<file path="src/rtl/haru_axis_pkg.sv">
// Shared types, defaults and helpers for the HARU AXI4-Stream blocks.
package haru_axis_pkg;

  localparam int unsigned DefTdataWidth  = 32;
  localparam int unsigned DefFifoDepth   = 16;
  localparam int unsigned DefStartCount  = 32;
  localparam int unsigned DefPktLenWidth = 16;

  typedef enum logic [0:0] {WAIT_START, STREAM} axis_state_e;

  // Ceiling log2, never below 1 so it can size a vector directly.
  function automatic int unsigned clogb2(input int unsigned value);
    int unsigned r;
    r = 0;
    for (int unsigned i = 0; i < 32; i++) begin
      if ((64'd1 << i) < 64'(value)) r = i + 1;
    end
    return (r == 0) ? 1 : r;
  endfunction

endpackage

</file>
<file path="src/rtl/dtw_sync_fifo.sv">
// Single-clock FIFO with registered occupancy; read data is valid alongside rd_en.
module dtw_sync_fifo
  import haru_axis_pkg::*;
#(
  parameter int unsigned Width = 33,
  parameter int unsigned Depth = 16
) (
  input  logic                             clk,
  input  logic                             rst_n,
  input  logic                             wr_en,
  input  logic [Width-1:0]                 din,
  input  logic                             rd_en,
  output logic [Width-1:0]                 dout,
  output logic                             full,
  output logic                             empty,
  output logic [clogb2(Depth+1)-1:0]       level
);

  localparam int unsigned PtrW = clogb2(Depth);
  localparam int unsigned LvlW = clogb2(Depth + 1);

  logic [Width-1:0] mem [Depth];
  logic [PtrW-1:0]  wr_ptr_q, rd_ptr_q;
  logic [LvlW-1:0]  count_q;
  logic             wr_ok, rd_ok;

  assign full  = (count_q == LvlW'(Depth));
  assign empty = (count_q == '0);
  assign level = count_q;
  assign wr_ok = wr_en && !full;
  assign rd_ok = rd_en && !empty;
  assign dout  = mem[rd_ptr_q];

  always_ff @(posedge clk) begin
    if (wr_ok) mem[wr_ptr_q] <= din;
  end

  // Depth is a power of two, so pointer overflow is the modulo wrap.
  always_ff @(posedge clk or negedge rst_n) begin
    if (!rst_n) begin
      wr_ptr_q <= '0;
      rd_ptr_q <= '0;
      count_q  <= '0;
    end else begin
      if (wr_ok) wr_ptr_q <= wr_ptr_q + PtrW'(1);
      if (rd_ok) rd_ptr_q <= rd_ptr_q + PtrW'(1);
      if (wr_ok && !rd_ok)      count_q <= count_q + LvlW'(1);
      else if (!wr_ok && rd_ok) count_q <= count_q - LvlW'(1);
    end
  end

endmodule

</file>
<file path="src/rtl/dtw_axis_result_tx.sv">
// AXI4-Stream master draining DTW results from a FIFO, with beat-count or
// producer-marked packet framing, a start-up delay and a sticky overflow flag.
module dtw_axis_result_tx
  import haru_axis_pkg::*;
#(
  parameter int unsigned C_M_AXIS_TDATA_WIDTH = DefTdataWidth,
  parameter int unsigned C_FIFO_DEPTH         = DefFifoDepth,
  parameter int unsigned C_M_START_COUNT      = DefStartCount,
  parameter int unsigned C_PKT_LEN_WIDTH      = DefPktLenWidth
) (
  input  logic                                M_AXIS_ACLK,
  input  logic                                M_AXIS_ARESETN,
  input  logic                                stream_en,
  input  logic [C_PKT_LEN_WIDTH-1:0]          pkt_len,
  input  logic                                dtw_fifo_wren,
  input  logic [C_M_AXIS_TDATA_WIDTH-1:0]     dtw_fifo_din,
  input  logic                                dtw_fifo_last,
  output logic                                dtw_fifo_full,
  output logic [clogb2(C_FIFO_DEPTH+1)-1:0]   dtw_fifo_level,
  output logic                                ovf,
  input  logic                                ovf_clr,
  output logic                                M_AXIS_TVALID,
  output logic [C_M_AXIS_TDATA_WIDTH-1:0]     M_AXIS_TDATA,
  output logic [C_M_AXIS_TDATA_WIDTH/8-1:0]   M_AXIS_TSTRB,
  output logic                                M_AXIS_TLAST,
  input  logic                                M_AXIS_TREADY
);

  localparam int unsigned W    = C_M_AXIS_TDATA_WIDTH;
  localparam int unsigned PW   = C_PKT_LEN_WIDTH;
  localparam int unsigned CntW = clogb2(C_M_START_COUNT + 1);
  localparam logic [CntW-1:0] StartLast = CntW'(C_M_START_COUNT - 1);

  axis_state_e     state_q;
  logic [CntW-1:0] start_cnt_q;
  logic [PW-1:0]   beat_q;
  logic            tvalid_q, tlast_q, ovf_q;
  logic [W-1:0]    tdata_q;

  logic [W:0]      fifo_dout;
  logic            fifo_empty, fifo_full;
  logic            handshake, load, auto_last;
  logic [PW:0]     beat_eff, pkt_last_idx;

  dtw_sync_fifo #(
    .Width (W + 1),
    .Depth (C_FIFO_DEPTH)
  ) u_fifo (
    .clk   (M_AXIS_ACLK),
    .rst_n (M_AXIS_ARESETN),
    .wr_en (dtw_fifo_wren),
    .din   ({dtw_fifo_last, dtw_fifo_din}),
    .rd_en (load),
    .dout  (fifo_dout),
    .full  (fifo_full),
    .empty (fifo_empty),
    .level (dtw_fifo_level)
  );

  assign handshake = tvalid_q && M_AXIS_TREADY;
  assign load      = (state_q == STREAM) && stream_en && !fifo_empty
                     && (!tvalid_q || M_AXIS_TREADY);

  // Position of the word being loaded: the beat leaving this cycle already counts.
  assign beat_eff     = (handshake && tlast_q) ? '0
                        : {1'b0, beat_q} + {{PW{1'b0}}, handshake};
  assign pkt_last_idx = {1'b0, pkt_len} - {{PW{1'b0}}, 1'b1};
  assign auto_last    = (pkt_len != '0) && (beat_eff == pkt_last_idx);

  always_ff @(posedge M_AXIS_ACLK or negedge M_AXIS_ARESETN) begin
    if (!M_AXIS_ARESETN) begin
      state_q     <= WAIT_START;
      start_cnt_q <= '0;
    end else begin
      unique case (state_q)
        WAIT_START: begin
          if (start_cnt_q == StartLast) state_q <= STREAM;
          else                          start_cnt_q <= start_cnt_q + CntW'(1);
        end
        STREAM:     state_q <= STREAM;
        default:    state_q <= WAIT_START;
      endcase
    end
  end

  always_ff @(posedge M_AXIS_ACLK or negedge M_AXIS_ARESETN) begin
    if (!M_AXIS_ARESETN) begin
      tvalid_q <= 1'b0;
      tlast_q  <= 1'b0;
      tdata_q  <= '0;
      beat_q   <= '0;
    end else begin
      if (load) begin
        tvalid_q <= 1'b1;
        tdata_q  <= fifo_dout[W-1:0];
        tlast_q  <= fifo_dout[W] | auto_last;
      end else if (handshake) begin
        tvalid_q <= 1'b0;
      end
      if (handshake) begin
        if (tlast_q)          beat_q <= '0;
        else if (beat_q != '1) beat_q <= beat_q + PW'(1);
      end
    end
  end

  always_ff @(posedge M_AXIS_ACLK or negedge M_AXIS_ARESETN) begin
    if (!M_AXIS_ARESETN)              ovf_q <= 1'b0;
    else if (dtw_fifo_wren && fifo_full) ovf_q <= 1'b1;
    else if (ovf_clr)                 ovf_q <= 1'b0;
  end

  assign dtw_fifo_full = fifo_full;
  assign ovf           = ovf_q;
  assign M_AXIS_TVALID = tvalid_q;
  assign M_AXIS_TDATA  = tdata_q;
  assign M_AXIS_TLAST  = tlast_q;
  assign M_AXIS_TSTRB  = '1;

endmodule

</file>
<file path="config.mk">
export PLATFORM = sky130hd
export DESIGN_NAME = dtw_axis_result_tx
export DESIGN_NICKNAME = d
export VERILOG_FILES = /design/src/rtl/haru_axis_pkg.sv /design/src/rtl/dtw_sync_fifo.sv /design/src/rtl/dtw_axis_result_tx.sv
export SDC_FILE = /design/constraint.sdc
export NUM_CORES = 1
export LEC_CHECK = 0
export CAP_MARGIN = 25
export CELL_PAD_IN_SITES_DETAIL_PLACEMENT = 2
export CELL_PAD_IN_SITES_GLOBAL_PLACEMENT = 2
export CORE_ASPECT_RATIO = 0.5
export CORE_MARGIN = 2
export CORE_UTILIZATION = 51
export DETAILED_ROUTE_END_ITERATION = 10
export MAX_ROUTING_LAYER = met4
export PLACE_DENSITY_LB_ADDON = 0.12
export SYNTH_ARGS = -nofsm -noshare
export SYNTH_HDL_FRONTEND = slang
export SYNTH_SLANG_ARGS = --single-unit
</file>
<file path="constraint.sdc">
create_clock -name M_AXIS_ACLK -period 12.15 [get_ports M_AXIS_ACLK]
set_input_delay 1.215 -clock M_AXIS_ACLK [delete_from_list [all_inputs] [get_ports M_AXIS_ACLK]]
set_output_delay 1.215 -clock M_AXIS_ACLK [all_outputs]
set_load 0.1 [all_outputs]
</file>
==> summary.md, run 1 <==
| Metric | Value |
|---|---|
| Seq cells post-synth | around 600 |
| Yosys top cell by area | edfxtp_1 |
| Met3 global-route usage | 0.0671 |
| CP Capture Type | output pin |
| Critical Path AT | between 2 and 3 ns |
| Max Slew Vio Count | 0 |
| Cts repair resizes | 0 |
| Fin util | 0.590 |
| P_int | ~4.3 mW |
| Multi-input gate area | around 0.0061 mm2 |
| Yosys cell types | 55 |
| Die height | between 150 and 200 um |
| Final-report hold violation count | 0 |
| Slew HR | 0.308 |
| Top post-synthesis cells by count | 528 x edfxtp_1, 165 x mux4_2, 71 x dfrtp_1 |
| NetSw | 2.37 mW |
| Setup violators final | 0 |
| Post-synth EDFFs | approximately 530 |
| CTS tree | done |
| Async SR Flop Fraction | 0.119 |
| Post-Syn Area per Cell | roughly 21 um2 |
| Starting density of the core | 0.513 |
| Sw Ratio | 0.355 |
| # fillers | approximately 3700 |
| DRC | 0 |
| Hold-fix buffers at CTS | 0 |
| Worst Skew | around 0.055 ns |
| Root buffer cell | clkbuf_16 |
| Max Clock Freq | ~240 MHz |
| Gate Count Post-Synth | roughly 1200 |
| Count leader, synth | edfxtp_1 |
| DR vias | about 13000 |
| Layout cells sized above 1 | 0.254 |
| TritonRoute pass-1 iters | 5 |
| H-tree levels | 2 |
| WS Path Type | flop to output pin |
| Std cell rows | 56 |
| Post-CTS Setup Inserts | 0 |
| Core box area | approximately 0.047 mm2 |
| Hold Slack | 0.479 ns |
| Clock power frac | 0.254 |
| Sequential Power Share | 0.409 |
| Top cells by area, synth | edfxtp_1 66%, mux4_2 16%, dfrtp_1 7.4% |
| MaxCap Viol Count | 0 |
| First-iteration detailed-routing DRC count | about 1400 |
| Post-synth top area share | 0.663 |
| Non-filler cells, final | between 1500 and 2000 |
| Minimum clock period | 4.09 ns |
| Clock latency on the worst-skew pair | around 0.62 ns |
| Post-route ant nets | 0 |
| Synth warn | 0 |
| LEAKAGE | roughly 8.9 nW |
| Cells after DPL | roughly 1900 |
| Met2 usage | 0.501 |
| Die X | around 310 um |
| Initial antenna violation count | 5 |
| Worst Tran Pin Value | 1.03 ns |
| Crit share post-route | 0.337 |
| DP Worst Slack | 7.62 ns |
| Num CTS Buffers | between 50 and 60 |
| Peak VDD IR | between 0.2 and 0.25 mV |
| First-pass GRT wire length | around 100 mm |
| Most frequently used flop master after synthesis | edfxtp_1 |
| Total GRT Usage | 0.314 |
| Busiest grt layer | met2 |
| Synthesized cell area | around 0.024 mm2 |
| DIE AREA | approximately 0.05 mm2 |
| Post-detail-place hpwl | between 30 and 40 mm |
| Hold crit path type | flop to flop |
| RSZ-0062 raised after global routing | no |
| Startpoint Class | flop |
| Crit-path max FO | 5 |
| I/O Pins | 100 |
| Max Root-Sink Buffers | 3 |
| Register area | roughly 0.018 mm2 |
| Worst-path clk slew | ~0.070 ns |
| Power Density | around 240 mW/mm2 |
| GRT overflow | 0 |
| Number of global-route vias before repair | about 13000 |
| Nets | around 1300 |
| Post-synthesis sequential area ratio | 0.737 |
| Status | completed |
| Combinational cell fraction of total power | 0.336 |
| Setup TNS | 0 ns |
| Total Wirelength | 72.0 mm |
| Setup slack after layout | around 8 ns |
| # clock sinks | ~600 |
| Port Buffers | 95 |
| Vias per Instance | about 6.5 |
| Met1 global-route usage | 0.422 |
| Drt wl/cell | between 30 and 40 um |
| Largest net degree at the start of global routing | 60 |
| Placer Congestion | 0.760 |
| Area growth, synth to finish | 14.9% |
| Worst path required time | between 10 and 15 ns |
[worst max-delay path, stage by stage (launching register included)]
cell and delay (ns):
dfrtp_1 0.44, nor4_1 0.41, and2_1 0.27, clkdlybuf4s50_1 1.17
[final cells by class]
| cell class | instances | area share |
|---|---|---|
| Tap cell | 638 | 0.0291 |
| Clock inverter | 26 | 0.00770 |
| Timing Repair Buffer | 126 | 0.0445 |
| Clock buffer | 70 | 0.0524 |
| Sequential cell | 599 | 0.642 |
| Antenna cell | 3 | 0.000273 |
| Multi-Input combinational cell | 482 | 0.222 |
| Inverter | 15 | 0.00205 |
[cells in the final DEF, fill, tap and decap left out, drive strengths merged, types with 4 or more instances in the layout]
cell type,synthesis,final
mux4,165,165
conb,1,4
clkinv,0,20
o21ai,17,17
ha,14,14
nor2,39,39
nand3,11,11
nor4,11,11
dfrtp,71,71
or3,8,8
buf,24,32
clkbuf,38,70
a21oi,11,11
nor3,15,15
edfxtp,528,528
nand4,13,13
nand2b,4,4
inv,15,18
xor2,20,20
xnor2,35,35
or4,5,5
mux2,36,36
clkdlybuf4s50,0,94
nand2,26,26
[cells by family (layout without fill, tap and decap cells)]
| group | count (synthesis) | count (layout) | share of synthesized area |
|---|---|---|---|
| AND/OR/NAND/NOR | 150 | 150 | 0.0331 |
| adder cells (fa/ha/maj) | 15 | 15 | 0.00816 |
| XOR/XNOR | 55 | 55 | 0.0201 |
| AO/OA/AOI/OAI | 55 | 55 | 0.0149 |
| flip-flops | 599 | 599 | 0.737 |
| buffers and inverters | 77 | 237 | 0.0130 |
| other | 1 | 7 | 0.000157 |
| multiplexers | 203 | 203 | 0.173 |
[worst paths after layout]
path                                                 from                             end  slack [ns]  cells past startpoint
max reg2reg                u_fifo.rd_ptr_q[0]$_DFFE_PN0P_    M_AXIS_TDATA[18]$_DFFE_PN0N_        8.12                      7
min in group asynchronous                  M_AXIS_ARESETN    M_AXIS_TDATA[19]$_DFFE_PN0N_        0.57                      1
max                           u_fifo.level[1]$_DFFE_PN0P_                   dtw_fifo_full        8.06                      3
max in group asynchronous                  M_AXIS_ARESETN  u_fifo.rd_ptr_q[1]$_DFFE_PN0P_       10.31                      2
min                            start_cnt_q[5]$_DFFE_PN0P_      start_cnt_q[5]$_DFFE_PN0P_        0.48                      1
min reg2reg                    start_cnt_q[5]$_DFFE_PN0P_      start_cnt_q[5]$_DFFE_PN0P_        0.48                      1
[metal layers]
layer / part of all wire / routed length [um]
met1: 0.41 / 29300
met2: 0.50 / 35600
met3: 0.074 / 5360
met4: 0.024 / 1700
met5: 0 / 0
[per-stage QoR]
stage / total power, mW / instance area (um2)
5_1_grt: 6.89 / 27500
4_1_cts: 6.70 / 27400
3_3_place_gp: 4.81 / 25800
6_report: 6.68 / 27500
2_1_floorplan: 4.26 / 23900
3_5_place_dp: 4.95 / 25800
[sequential cells by signal, summed over array words and instances (netlist names), 4 cells and up]
name,cells
u_fifo.mem,528
M_AXIS_TDATA,32
beat_q,16
start_cnt_q,6
u_fifo.level,5
u_fifo.rd_ptr_q,4
u_fifo.wr_ptr_q,4
[power by group through the flow]
| stage | Clock (mW) | Sequential (mW) | Combinational [mW] |
|---|---|---|---|
| 3_3_place_gp | 0 | 2.75 | 2.05 |
| 3_5_place_dp | 0 | 2.79 | 2.16 |
| 4_1_cts | 1.73 | 2.77 | 2.21 |
| 2_1_floorplan | 0 | 3.11 | 1.15 |
| 6_report | 1.70 | 2.73 | 2.25 |
| 5_1_grt | 1.79 | 2.76 | 2.35 |
Note: power is estimated with default switching activity, not from simulation.
==> run 2, diff against run 1 <==
- CORE_UTILIZATION: 51 -> 48
- clock period: 12.15 -> 4.2 ns (I/O delays scaled with it)
==> run 2 against run 1 <==
Core utilization shrank 2.2 points; first-iteration DRC count shrank 2.8%; register-to-register slack lost 7.3 ns; global-route usage shrank 2.5 points; design area grew 0.87%; hold slack lost 0.050 ns; critical path depth grew 3; worst setup slack lost 7.2 ns; die area grew 6.1%.
==> summary.md, run 2 (synthesized netlist as in run 1, its figures left out) <==
| Metric | Value |
|---|---|
| Worst Tran Pin Value | 1.02 ns (was 1.03 ns) |
| Die height | 162 um (was 157 um) |
| Reg with most FFs | u_fifo.mem (unchanged) |
| CP Capture Type | flop (was output pin) |
| Core box area | 0.0489 mm2 (was 0.0466 mm2) |
| Setup violators final | 0 (unchanged) |
| Vias per Instance | 6.24 (was 6.48) |
| Minimum clock period | ~3.4 ns |
| Cells after DPL | 1884 (was 1858) |
| Starting density of the core | 0.489 (was 0.513) |
| Hold Path Depth | 3 (was 1) |
| Max Slew Vio Count | 0 (unchanged) |
| Max Clock Freq | ~300 MHz |
| H-tree levels | 2 (unchanged) |
| Layout cells sized above 1 | 0.263 (was 0.254) |
| Placer Congestion | 0.785 (was 0.760) |
| TritonRoute pass-1 iters | 5 (unchanged) |
| Initial antenna violation count | 1 (was 5) |
| DP Worst Slack | 0.551 ns (was 7.62 ns) |
| WHS Endpoint | M_AXIS_TVALID$_DFFE_PN0P_ (was start_cnt_q[5]$_DFFE_PN0P_) |
| Max Root-Sink Buffers | 3 (unchanged) |
| Crit Reg-Reg Startpoint | u_fifo.level[0]$_DFFE_PN0P_ (was u_fifo.rd_ptr_q[0]$_DFFE_PN0P_) |
| Clock power frac | 0.256 (was 0.254) |
| NetSw | 6.90 mW (was 2.37 mW) |
| Total Wirelength | 70.1 mm (was 72.0 mm) |
| Fin util | 0.567 (was 0.590) |
| DIE AREA | 0.0517 mm2 (was 0.0487 mm2) |
| Status | completed (unchanged) |
| Drt wl/cell | 35.3 um (was 36.8 um) |
| I/O Pins | 100 (unchanged) |
| Post-route cell area | 0.0277 mm2 (was 0.0275 mm2) |
| Cts repair resizes | 0 (unchanged) |
| Final-report hold violation count | 0 (unchanged) |
| Max reg flops | 528 (unchanged) |
| Commonest non-fill, non-tap cell in the layout | edfxtp_1 (unchanged) |
| First-iteration detailed-routing DRC count | 1406 (was 1446) |
| Post-detail-place hpwl | 39.3 mm (was 38.3 mm) |
| Post-route ant nets | 0 (unchanged) |
| WS Path Type | flop to flop (was flop to output pin) |
| Power Density | 703 mW/mm2 (was 243 mW/mm2) |
| R2r endpoint | u_fifo.mem[10][23]$_DFFE_PP_ (was M_AXIS_TDATA[18]$_DFFE_PN0N_) |
| Non-filler cells, final | 1983 (was 1959) |
| DRC | 0 (unchanged) |
| R2R depth | 6 (was 7) |
| Slew HR | 0.321 (was 0.308) |
| Startpoint Class | flop (unchanged) |
| Critical Path AT | 3.64 ns (was 2.88 ns) |
| Sequential Power Share | 0.413 (was 0.409) |
| Sw Ratio | 0.354 (was 0.355) |
| MaxCap Viol Count | 0 (unchanged) |
| Dpl cell area | 0.0260 mm2 (was 0.0258 mm2) |
| Area growth, synth to finish | 15.9% (was 14.9%) |
| Worst path required time | 4.49 ns (was 10.93 ns) |
| # clock sinks | 599 (unchanged) |
| Hold crit path type | input port to flop (was flop to flop) |
| Min-Delay Startpoint | stream_en (was start_cnt_q[5]$_DFFE_PN0P_) |
| RSZ-0062 raised after global routing | no (unchanged) |
| Crit share post-route | 0.798 |
| Num CTS Buffers | 52 (unchanged) |
| Nets | 1360 (was 1346) |
| Total power | 19.5 mW (was 6.68 mW) |
| Number of global-route vias before repair | 13800 (was 13500) |
| Total GRT Usage | 0.289 (was 0.314) |
| Hold Slack | 0.429 ns (was 0.479 ns) |
| Peak VDD IR | 0.509 mV (was 0.204 mV) |
| Die X | 320 um (was 310 um) |
| CTS tree | done (unchanged) |
| # fillers | 4044 (was 3749) |
| Worst Skew | 0.0230 ns (was 0.0547 ns) |
| Critical path launch point | u_fifo.level[0]$_DFFE_PN0P_ (was u_fifo.level[1]$_DFFE_PN0P_) |
| Std cell rows | 57 (was 56) |
| Crit-path max FO | 21 (was 5) |
| LEAKAGE | 8.98 nW (was 8.87 nW) |
| Clock latency on the worst-skew pair | 0.61 ns (was 0.62 ns) |
| Most frequent cells in the layout | 528 x edfxtp_1, 165 x mux4_2, 94 x clkdlybuf4s50_1 (unchanged) |
| Port Buffers | 95 (unchanged) |
| R2R Setup Slk | 0.85 ns (was 8.12 ns) |
| Largest net degree at the start of global routing | 55 (was 60) |
| Setup TNS | 0 ns (unchanged) |
| P_int | 12.6 mW (was 4.31 mW) |
| Combinational cell fraction of total power | 0.331 (was 0.336) |
| DR vias | 12400 (was 12700) |
| First-pass GRT wire length | 102 mm (was 103 mm) |
| Root buffer cell | clkbuf_16 (unchanged) |
| Setup slack after layout | 0.849 ns (was 8.06 ns) |
| GRT overflow | 0 (unchanged) |
| Worst-path clk slew | 0.07 ns (about the same) |
## run 2: cell count changes in the layout (fill, tap and decap cells not counted), sizes merged
cell and change:
dlygate4sd3 +1, buf +13, inv -1, clkinvlp +2, clkinv -2, diode -2, clkbuf +2
## run 2: critical path, stage by stage (launching register included)
cell and delay [ns]:
dfrtp_1 0.44, nor4_1 0.11, and2_1 0.21, nor2b_1 0.70, nand2_1 0.51, nor2_4 0.73
buf_12 0.31
## run 2: repair_timing
action	CTS	global route
endpoints found under the hold margin	45	0
hold buffers	1	0
buffers inserted	0	0
## run 2: layout make-up
class                      instances  area [um2]  share of cell area
sequential                       599       17600               0.637
multi-input combinational        482        6120               0.221
clock buffer                      72        1470              0.0531
timing repair buffer             140        1390              0.0501
tap                              649         812              0.0293
clock inverter                    25         220             0.00795
inverter                          15        56.3             0.00203
antenna                            1        2.50           0.0000903
## run 2: power groups by stage
| stage | clock network (mW) | registers (mW) | logic [mW] |
|---|---|---|---|
| after floorplan | 0 | 8.99 | 3.35 |
| after global placement | 0 | 8.04 | 6.11 |
| after detailed placement | 0 | 8.15 | 6.37 |
| after CTS | 5.07 | 8.06 | 6.51 |
| final | 4.98 | 8.05 | 6.44 |
| after global routing | 5.24 | 8.13 | 6.75 |
## run 2: worst max path at each step
stage,endpoint
global route,u_fifo.mem[10][5]$_DFFE_PP_
finish,u_fifo.mem[10][23]$_DFFE_PP_
global placement,M_AXIS_TLAST$_DFFE_PN0N_
CTS,u_fifo.mem[11][2]$_DFFE_PP_
floorplan,u_fifo.mem[15][0]$_DFFE_PP_
detailed placement,M_AXIS_TLAST$_DFFE_PN0N_
## run 2: layer usage
layer | part of all wire | track usage | vias to the layer above
met5 | 0 | - | -
li1 | - | - | 5001
met4 | 0.019 | 0.0624 | 0
met3 | 0.054 | 0.0372 | 100
met1 | 0.42 | 0.390 | 6818
met2 | 0.51 | 0.479 | 460
==> run 3, diff against run 2 <==
- clock period: 4.2 -> 3.41 ns (I/O delays scaled with it)
==> run 3 against run 2 <==
Sequential power is 21% higher; die area stayed put; design area is 0.61% higher; critical path depth is 5 higher; non-clock buffer count is 16 higher; register-to-register slack worse by 0.28 ns; maximum frequency is 18% higher; flip-flop and latch count stayed put; combinational power is 27% higher; critical endpoint is now u_fifo.level[4]$_DFFE_PN0P_.
==> summary.md, run 3 (synthesized netlist as in run 1, its figures left out) <==
| Metric | Value |
|---|---|
| Post-route ant nets | 0 (unchanged) |
| Total GRT Usage | 0.286 (was 0.289) |
| Root buffer cell | clkbuf_16 (unchanged) |
| Metal3 WL | 3.48 mm (was 3.79 mm) |
| Slowest CP cell | dfrtp_2 (was nor2_4) |
| Power Density | 851 mW/mm2 (was 703 mW/mm2) |
| Clock latency on the worst-skew pair | 0.60 ns (was 0.61 ns) |
| Placer Congestion | 0.763 (was 0.785) |
| Nets | 1375 (was 1360) |
| Sequential Power Share | 0.411 (was 0.413) |
| GRT overflow | 0 (unchanged) |
| Setup violators final | 0 (unchanged) |
| DR vias | 12500 (was 12400) |
| Worst Skew | 0.0282 ns (was 0.0230 ns) |
| Slew HR | 0.324 (was 0.321) |
| Initial antenna violation count | 4 (was 1) |
| Worst path required time | 3.88 ns (was 4.49 ns) |
| Minimum clock period | 2.84 ns (was 3.35 ns) |
| Crit-path max FO | 5 (was 21) |
| Drt wl/cell | 34.9 um (was 35.3 um) |
| Die height | 162 um (unchanged) |
| Commonest non-fill, non-tap cell in the layout | edfxtp_1 (unchanged) |
| Cell Chain, Critical Path | nor4_1 -> nand2b_1 -> nand4_1 -> ha_1 -> inv_1 -> ha_1 -> a21o_1 -> a21oi_1 -> xnor2_1 -> nor2_1 -> xor2_1 (was nor4_1 -> and2_1 -> nor2b_1 -> nand2_1 -> nor2_4 -> buf_12) |
| Critical Path AT | 3.31 ns (was 3.64 ns) |
| LEAKAGE | 9.04 nW (was 8.98 nW) |
| Num CTS Buffers | 51 (was 52) |
| Port Buffers | 95 (unchanged) |
| Hold crit path type | input port to async pin (was input port to flop) |
| Metal2 WL | 36.8 mm (was 35.8 mm) |
| Max Root-Sink Buffers | 3 (unchanged) |
| Post-CTS Setup Inserts | 0 (unchanged) |
| Post-detail-place hpwl | 39.6 mm (was 39.3 mm) |
| P_int | 15.3 mW (was 12.6 mW) |
| Die X | 320 um (unchanged) |
| Largest net degree at the start of global routing | 47 (was 55) |
| First-iteration detailed-routing DRC count | 1266 (was 1406) |
| DRC | 0 (unchanged) |
| Post-route cell area | 0.0279 mm2 (was 0.0277 mm2) |
| DP Worst Slack | 0.100 ns (was 0.551 ns) |
| Crit Reg-Reg Startpoint | u_fifo.level[1]$_DFFE_PN0P_ (was u_fifo.level[0]$_DFFE_PN0P_) |
| Std cell rows | 57 (unchanged) |
| Worst-path clk slew | 0.07 ns (about the same) |
| Sw Ratio | 0.354 (about the same) |
| RSZ-0062 raised after global routing | no (unchanged) |
| I/O Pins | 100 (unchanged) |
| Final-report hold violation count | 0 (unchanged) |
| Startpoint Class | flop (unchanged) |
| Worst path most repeated cell | ha_1 |
| DRT met1 WL | 28.3 mm (was 29.1 mm) |
| Max Clock Freq | 352 MHz (was 298 MHz) |
| CTS tree | done (unchanged) |
| Clock power frac | 0.245 (was 0.256) |
| # fillers | 3981 (was 4044) |
| MaxCap Viol Count | 0 (unchanged) |
| Critical path launch point | u_fifo.level[1]$_DFFE_PN0P_ (was u_fifo.level[0]$_DFFE_PN0P_) |
| Vias per Instance | 6.27 (was 6.24) |
| Cts repair resizes | 0 (unchanged) |
| Peak VDD IR | 0.480 mV (was 0.509 mV) |
| Total Wirelength | 69.7 mm (was 70.1 mm) |
| DIE AREA | 0.0517 mm2 (unchanged) |
| Crit share post-route | 0.832 (was 0.798) |
| Max layer used | met4 (unchanged) |
| CP Capture Type | flop (unchanged) |
| Most frequent cells in the layout | 528 x edfxtp_1, 165 x mux4_2, 93 x clkdlybuf4s50_1 (was 528 x edfxtp_1, 165 x mux4_2, 94 x clkdlybuf4s50_1) |
| NetSw | 8.40 mW (was 6.90 mW) |
| Setup TNS | 0 ns (unchanged) |
| Area growth, synth to finish | 16.6% (was 15.9%) |
| Reg with most FFs | u_fifo.mem (unchanged) |
| Max Slew Vio Count | 0 (unchanged) |
| Setup slack after layout | 0.573 ns (was 0.849 ns) |
| TritonRoute pass-1 iters | 5 (unchanged) |
| Crit path max-delay family | simple AND/OR/NAND/NOR gates (unchanged) |
| Worst path max stage delay | 0.45 ns (was 0.73 ns) |
| # clock sinks | 599 (unchanged) |
| WS Path Type | flop to flop (unchanged) |
| Fin util | 0.571 (was 0.567) |
| Core box area | 0.0489 mm2 (unchanged) |
| H-tree levels | 2 (unchanged) |
| Number of global-route vias before repair | 13800 (about the same) |
| Worst Tran Pin Value | 1.01 ns (was 1.02 ns) |
| Max reg flops | 528 (unchanged) |
| Dpl cell area | 0.0263 mm2 (was 0.0260 mm2) |
| Combinational cell fraction of total power | 0.344 (was 0.331) |
| Layout cells sized above 1 | 0.272 (was 0.263) |
| CP bufs+invs | 1 (unchanged) |
| First-pass GRT wire length | 102 mm (about the same) |
| Starting density of the core | 0.489 (unchanged) |
| Status | completed (unchanged) |
-- run 3: through the flow --
| step | hold slack (ns) | instances | power (mW) |
|---|---|---|---|
| 4_1_cts | 0.313 | 1993 | 23.9 |
| 6_report | 0.302 | 1995 | 23.7 |
| 2_1_floorplan | 0.0454 | 1158 | 15.2 |
| 3_3_place_gp | 0.377 | 1900 | 17.5 |
| 5_1_grt | 0.327 | 1995 | 24.6 |
| 3_5_place_dp | 0.386 | 1900 | 18.0 |
-- run 3: repair_timing --
item / 4_1_cts / 5_1_grt
setup endpoints to repair: 0 / 0
hold endpoints to repair: 29 / 0
hold buffers: 1 / 0
-- run 3: worst paths after layout --
kind                                                end  slack (ns)  cells past startpoint
setup / recovery            u_fifo.level[4]$_DFFE_PN0P_        0.57                     11
hold / removal              u_fifo.level[2]$_DFFE_PN0P_        0.30                      2
setup reg to reg            u_fifo.level[4]$_DFFE_PN0P_        0.57                     11
hold reg to reg              start_cnt_q[5]$_DFFE_PN0P_        0.49                      1
max in group asynchronous  M_AXIS_TDATA[30]$_DFFE_PN0N_        2.37                      3
min in group M_AXIS_ACLK      M_AXIS_TVALID$_DFFE_PN0P_        0.37                      3
-- run 3: cell type report --
cell class | count | area (um2) | share of cell area
antenna | 2 | 5.00 | 0.000180
clock buffer | 73 | 1450 | 0.0520
clock inverter | 19 | 121 | 0.00435
inverter | 15 | 56.3 | 0.00202
multi-input combinational | 482 | 6120 | 0.219
sequential | 599 | 17600 | 0.633
tap | 649 | 812 | 0.0291
timing repair buffer | 156 | 1670 | 0.0599
-- run 3: routing by layer --
metal / up-vias / global-route usage
met3: 100 / 0.0365
met1: 6915 / 0.370
met4: 0 / 0.0624
met2: 451 / 0.493
met5: - / -
li1: 5050 / -
-- run 3: power groups by stage --
stage / Sequential (mW) / Combinational [mW] / Clock, mW
5_1_grt: 9.82 / 8.58 / 6.16
6_report: 9.74 / 8.16 / 5.82
2_1_floorplan: 11.1 / 4.17 / 0
3_5_place_dp: 9.85 / 8.16 / 0
4_1_cts: 9.75 / 8.28 / 5.92
3_3_place_gp: 9.71 / 7.82 / 0
